===== config.mk =====
export PLATFORM = sky130hd
export DESIGN_NAME = cellrv32_cpu_cp_muldiv_rdx
export DESIGN_NICKNAME = d
export VERILOG_FILES = /design/src/rtl/cellrv32_cpu_cp_muldiv_rdx.sv
export SDC_FILE = /design/constraint.sdc
export NUM_CORES = 2
export LEC_CHECK = 0
export ABC_AREA = 1
export CAP_MARGIN = 5
export CORE_MARGIN = 2
export CORE_UTILIZATION = 47
export CTS_CLUSTER_DIAMETER = 30
export CTS_CLUSTER_SIZE = 28
export DETAILED_ROUTE_END_ITERATION = 12
export SYNTH_ARGS = -nofsm -noshare
export SYNTH_HDL_FRONTEND = slang
export SYNTH_SLANG_ARGS = --single-unit

===== constraint.sdc =====
create_clock -name clk_i -period 8.6 [get_ports clk_i]
set_input_delay 1.72 -clock clk_i [delete_from_list [all_inputs] [get_ports clk_i]]
set_output_delay 1.72 -clock clk_i [all_outputs]
set_load 0.05 [all_outputs]

===== src/rtl/cellrv32_cpu_cp_muldiv_rdx.sv =====
// Radix-configurable RISC-V "M" co-processor: pipelined array multiplier plus restoring divider.
// Define CELLRV32_MULDIV_FASTDIV_EN to short-cut trivial divisions (zero divisor or |rs1| < |rs2|).
module cellrv32_cpu_cp_muldiv_rdx #(
    parameter int XLEN        = 32,
    parameter int MUL_STAGES  = 1,
    parameter int DIV_BITS    = 1,
    parameter int DIVISION_EN = 1
) (
    input  logic            clk_i,
    input  logic            rstn_i,
    input  logic            start_i,
    input  logic [2:0]      funct3_i,
    input  logic            trap_i,
    input  logic [XLEN-1:0] rs1_i,
    input  logic [XLEN-1:0] rs2_i,
    output logic [XLEN-1:0] res_o,
    output logic            valid_o,
    output logic            busy_o
);
    localparam int DIV_CYC  = XLEN / DIV_BITS;
    localparam int CW       = $clog2(DIV_CYC) + 1;
    localparam int MUL_LOAD = (MUL_STAGES > 0) ? MUL_STAGES - 1 : 0;

    typedef enum logic [1:0] {S_IDLE, S_MUL, S_DIV, S_FIN} state_t;

    state_t          state_q;
    logic [CW-1:0]   cnt_q;
    logic [2:0]      funct3_q;
    logic [XLEN-1:0] op1_q, op2_q;
    logic [XLEN-1:0] quo_q, rem_q, dvs_q;
    logic            qneg_q, rneg_q;

    // Operand magnitudes for the divider, taken straight from the inputs at start
    logic            div_signed;
    logic [XLEN-1:0] mag1, mag2;
    logic            fast_div;

    assign div_signed = ~funct3_i[0];
    assign mag1 = (div_signed && rs1_i[XLEN-1]) ? -rs1_i : rs1_i;
    assign mag2 = (div_signed && rs2_i[XLEN-1]) ? -rs2_i : rs2_i;

`ifdef CELLRV32_MULDIV_FASTDIV_EN
    assign fast_div = (DIVISION_EN != 0) && ((rs2_i == '0) || (mag1 < mag2));
`else
    assign fast_div = 1'b0;
`endif

    // Multiplier: (XLEN+1)-bit signed operands so one signed multiply covers all four ops
    logic                     a_sig, b_sig;
    logic signed [XLEN:0]     mul_a, mul_b;
    logic signed [2*XLEN+1:0] prod_full;
    logic [2*XLEN+1:0]        prod_sel;
    logic                     unused_prod;

    assign a_sig     = (funct3_q[1:0] == 2'b01) || (funct3_q[1:0] == 2'b10);
    assign b_sig     = (funct3_q[1:0] == 2'b01);
    assign mul_a     = {a_sig & op1_q[XLEN-1], op1_q};
    assign mul_b     = {b_sig & op2_q[XLEN-1], op2_q};
    assign prod_full = mul_a * mul_b;

    generate
        if (MUL_STAGES == 0) begin : g_mul_comb
            assign prod_sel = prod_full;
        end else begin : g_mul_pipe
            logic [2*XLEN+1:0] pipe_q [MUL_STAGES];
            always_ff @(posedge clk_i or negedge rstn_i) begin
                if (!rstn_i) begin
                    for (int i = 0; i < MUL_STAGES; i++) pipe_q[i] <= '0;
                end else begin
                    pipe_q[0] <= prod_full;
                    for (int i = 1; i < MUL_STAGES; i++) pipe_q[i] <= pipe_q[i-1];
                end
            end
            assign prod_sel = pipe_q[MUL_STAGES-1];
        end
    endgenerate

    assign unused_prod = ^prod_sel[2*XLEN+1:2*XLEN];

    // DIV_BITS chained restoring steps; the dividend shifts out of quo_q as quotient bits shift in
    logic [XLEN:0]   trial_r;
    logic            trial_lt;
    logic [XLEN-1:0] step_rem, step_quo;

    always_comb begin
        trial_r  = '0;
        trial_lt = 1'b0;
        step_rem = rem_q;
        step_quo = quo_q;
        for (int i = 0; i < DIV_BITS; i++) begin
            trial_r  = {step_rem, step_quo[XLEN-1]};
            trial_lt = (trial_r < {1'b0, dvs_q});
            step_rem = trial_lt ? trial_r[XLEN-1:0] : XLEN'(trial_r - {1'b0, dvs_q});
            step_quo = {step_quo[XLEN-2:0], ~trial_lt};
        end
    end

    always_ff @(posedge clk_i or negedge rstn_i) begin
        if (!rstn_i) begin
            state_q  <= S_IDLE;
            cnt_q    <= '0;
            funct3_q <= '0;
            op1_q    <= '0;
            op2_q    <= '0;
            quo_q    <= '0;
            rem_q    <= '0;
            dvs_q    <= '0;
            qneg_q   <= 1'b0;
            rneg_q   <= 1'b0;
        end else begin
            case (state_q)
                S_IDLE: begin
                    if (start_i) begin
                        funct3_q <= funct3_i;
                        op1_q    <= rs1_i;
                        op2_q    <= rs2_i;
                        dvs_q    <= mag2;
                        qneg_q   <= (funct3_i == 3'b100) && (rs1_i[XLEN-1] ^ rs2_i[XLEN-1])
                                    && (rs2_i != '0);
                        rneg_q   <= (funct3_i == 3'b110) && rs1_i[XLEN-1];
                        if (!funct3_i[2]) begin
                            cnt_q   <= CW'(MUL_LOAD);
                            state_q <= (MUL_STAGES == 0) ? S_FIN : S_MUL;
                        end else if (fast_div) begin
                            quo_q   <= (rs2_i == '0) ? '1 : '0;
                            rem_q   <= mag1;
                            state_q <= S_FIN;
                        end else begin
                            quo_q   <= mag1;
                            rem_q   <= '0;
                            cnt_q   <= CW'(DIV_CYC - 1);
                            state_q <= S_DIV;
                        end
                    end
                end
                S_MUL: begin
                    if (trap_i) begin
                        state_q <= S_IDLE;
                    end else if (cnt_q == '0) begin
                        state_q <= S_FIN;
                    end else begin
                        cnt_q <= cnt_q - 1'b1;
                    end
                end
                S_DIV: begin
                    if (trap_i) begin
                        state_q <= S_IDLE;
                    end else begin
                        if (DIVISION_EN != 0) begin
                            quo_q <= step_quo;
                            rem_q <= step_rem;
                        end
                        if (cnt_q == '0) state_q <= S_FIN;
                        else cnt_q <= cnt_q - 1'b1;
                    end
                end
                default: state_q <= S_IDLE;
            endcase
        end
    end

    assign valid_o = (state_q == S_FIN);
    assign busy_o  = (state_q != S_IDLE);

    // Sign correction of the divider results happens here, on the way out
    always_comb begin
        res_o = '0;
        if (state_q == S_FIN) begin
            case (funct3_q)
                3'b000:                 res_o = prod_sel[XLEN-1:0];
                3'b001, 3'b010, 3'b011: res_o = prod_sel[2*XLEN-1:XLEN];
                3'b100, 3'b101:         res_o = qneg_q ? -quo_q : quo_q;
                default:                res_o = rneg_q ? -rem_q : rem_q;
            endcase
            if (DIVISION_EN == 0 && funct3_q[2]) res_o = '0;
        end
    end
endmodule


==> flow_metrics.tcl <==
set metrics [dict create \
    final_common_cell "nand2_1" \
    cts.path.max_buffers 3 \
    synth_warnings 0 \
    grt_pass1_wl_um 307800 \
    syn_to_final_growth_pct 9.901 \
    gp_congestion 1.052 \
    drv_cap 0 \
    fp.dieH_um 349.4 \
    crit_path_start "op1_q[9]" \
    r2r_start "op1_q[9]" \
    slew_viol_final 0 \
    hpwl_um 169100 \
    syn_nets 8955 \
    tightest_slew_ns 1.153 \
    drt_first_pass_iters 7 \
    path_clk_slew_ns 0.05 \
    num_vias 48160 \
    finalClockSkew_ns 0.04125 \
    synth-edff-count 0 \
    slew_headroom 0.2306 \
    min_period_ns 8.407 \
    synth_seq_area_share 0.1053 \
    nNetsFinal 8946 \
    port_buffers 104 \
    grt_max_degree 134 \
    wl_per_cell_um 22.28 \
    fmax_ghz 0.1190 \
    cp_data_arrival_time_ns 8.83 \
    start_util 0.4742 \
    crit_top_cell "fa_1" \
    die_x_um 349.4 \
    cp_max_fo 16 \
    worst_r2r_path_depth 21 \
    antenna_found_initial 7 \
    drtIter0Drc 4369 \
    drtAntennaViolNets 0 \
    hold_depth 2 \
    critPathKind "reg -> reg" \
    io_pins 105 \
    finalHoldViolCount 0 \
    syn_area_um2 56070 \
    post_cts_buffers 0 \
    critical-path-max-stage-delay_ns 1.01 \
    finalSetupViolCount 0 \
    ys_ff_latch 236 \
    clock_latency_ns 0.63 \
    cts_tree "done" \
    path_buf_inv 5 \
    avgSynthCellArea_um2 7.476 \
    cts_num_sinks 236 \
    slowest_stage "dfrtp_1" \
    first_global_vias 49500 \
    crit_family "adder cells" \
    placed_area_um2 58930 \
    grt_overflow 0 \
    finalSetupTns_ns 0 \
    finalCritPeriodShare 0.9775 \
    status "complete, no violations" \
    worstReg2RegEnd "g_mul_pipe.pipe_q[35]" \
    num_rows 126 \
    root_buffer "clkbuf_16" \
    grt_usage 0.3399 \
    cp-start-kind "register" \
    hp-class "reg -> reg" \
    dieArea_um2 122100 \
    drc 0 \
    vias_per_cell 5.300 \
    numCtsBuffers 72 \
    drive_gt1_frac 0.04876 \
    final_cell_mix "nand2_1 (2080), inv_1 (1932), fa_1 (1124), nor2_1 (396), nand3_1 (277)" \
    worst-path-stages 21 \
    grt_setup_unrepaired "false" \
    synthCells 7501 \
    ys.flop_type "dfrtp_1" \
    synthArstFlopShare 1.000 \
    core_area_um2 118200 \
    yosysUniqueCellTypes 53 \
    routed_wl_um 202500 \
    critical_path_required_ns 9.03 \
    final_area_um2 61630 \
    htreeDepth 3 \
    ff2ff_setup_slack_ns 0.19 \
    worstPathCellList "nand2_1 > fa_1 > inv_1 > fa_1 > inv_1 > fa_1 > fa_1 > fa_1 > inv_1 > fa_1 > inv_1 > fa_1 > inv_1 > fa_1 > ha_1 > a21oi_1 > o21ai_0 > a21oi_1 > o21ai_0 > a21oi_1 > xnor2_1" \
    end_kind "register" \
    worstSetupEndpoint "g_mul_pipe.pipe_q[35]" \
]
-- final cells by class --
| class | count | area [µm²] |
|---|---|---|
| clock buffers | 88 | 1974 |
| multi-input cells | 4974 | 41540 |
| repair buffers | 259 | 2260 |
| fillers | 11770 | 56610 |
| diodes | 4 | 10.01 |
| clock inverters | 41 | 699.4 |
| well taps | 1536 | 1922 |
| flip-flops and latches | 236 | 5907 |
| inverters | 1949 | 7316 |
-- metrics by stage --
step	hold slack [ns]	cells	worst slack [ns]	utilization
2_1_floorplan	0.4530	7501	0.7334	-
3_3_place_gp	0.4824	8954	0.2534	0.4984
3_5_place_dp	0.4868	8954	0.3006	0.4984
4_1_cts	0.4991	9083	0.2298	0.5210
5_1_grt	0.5229	9083	0.03702	0.5211
6_report	0.5030	9087	0.1932	0.5212
-- Yosys cell counts, types with 4 or more instances --
library cell	number	area, µm²
nand2_1	2082	7815
inv_1	1933	7256
fa_1	1126	22540
nor2_1	398	1494
clkbuf_1	307	1152
nand3_1	277	1386
ha_1	257	3216
o21ai_0	249	1246
dfrtp_1	236	5906
a21oi_1	193	965.9
nand4_1	67	419.2
xor2_1	51	446.7
nor3_1	42	210.2
o21ai_1	25	125.1
xnor2_1	25	219.0
buf_2	19	95.09
o21bai_1	19	142.6
nor2_2	17	106.4
o211ai_1	17	127.6
a221oi_1	14	122.6
a31oi_1	14	87.58
o21ai_2	13	113.9
inv_2	12	45.04
buf_1	11	41.29
nand3_2	11	110.1
or2_2	10	62.56
nand3b_1	8	60.06
nor4_1	7	43.79
a21o_1	6	45.04
and2_1	6	37.54
nand2_2	5	31.28
a211oi_1	4	30.03
clkinv_1	4	15.01
-- sequential cells by signal (all words and copies together) (netlist names), 2 cells and up --
signal and count:
state_q 2, quo_q 32, op1_q 32, op2_q 32, rem_q 32, funct3_q 3
cnt_q 6, dvs_q 31, g_mul_pipe.pipe_q 64
-- worst reg2reg max path: stages, from the launching register on --
cell	delay (ns)
dfrtp_1	1.01
nand2_1	0.21
fa_1	0.58
inv_1	0.06
fa_1	0.52
inv_1	0.05
fa_1	0.48
fa_1	0.50
fa_1	0.50
inv_1	0.06
fa_1	0.48
inv_1	0.05
fa_1	0.47
inv_1	0.06
fa_1	0.70
ha_1	0.43
a21oi_1	0.59
o21ai_0	0.29
a21oi_1	0.27
o21ai_0	0.19
a21oi_1	0.47
xnor2_1	0.24
-- cell families (layout without fill, tap and decap cells) --
family | Yosys count | after routing | synth area share
DFF | 236 | 236 | 0.1053
xor gates and xnor gates | 76 | 76 | 0.01187
AOI/OAI and AO/OA | 572 | 572 | 0.05625
other | 0 | 4 | 0
and+or+nand+nor | 2943 | 2943 | 0.2126
adders and majority gates | 1383 | 1383 | 0.4593
buffers and inverters | 2291 | 2337 | 0.1547
-- worst min path at each step --
| stage | from | endpoint | slack [ns] |
|---|---|---|---|
| 2_1_floorplan | quo_q[1] | quo_q[1] | 0.45 |
| 4_1_cts | quo_q[1] | quo_q[1] | 0.50 |
| 3_5_place_dp | quo_q[1] | quo_q[1] | 0.49 |
| 5_1_grt | quo_q[1] | quo_q[1] | 0.52 |
| 6_report | rem_q[31] | rem_q[31] | 0.50 |
| 3_3_place_gp | rem_q[31] | rem_q[31] | 0.48 |
-- layer usage --
metal | vias to the layer above | share of wire | global-route usage
met2 | 1902 | 0.47 | 0.5474
met5 | - | 0.00026 | 0
met4 | 8 | 0.055 | 0.1614
li1 | 21760 | - | -
met3 | 422 | 0.079 | 0.06288
met1 | 24070 | 0.40 | 0.4444
-- timing repair --
action	in CTS	in global routing
setup endpoints to repair	0	14
resized for setup	0	4
hold buffers	0	0
endpoints found under the hold margin	0	0
Power is left out: the tool's default activity adds up to more than one toggle a clock period on the data nets, which glitch-free logic cannot reach.
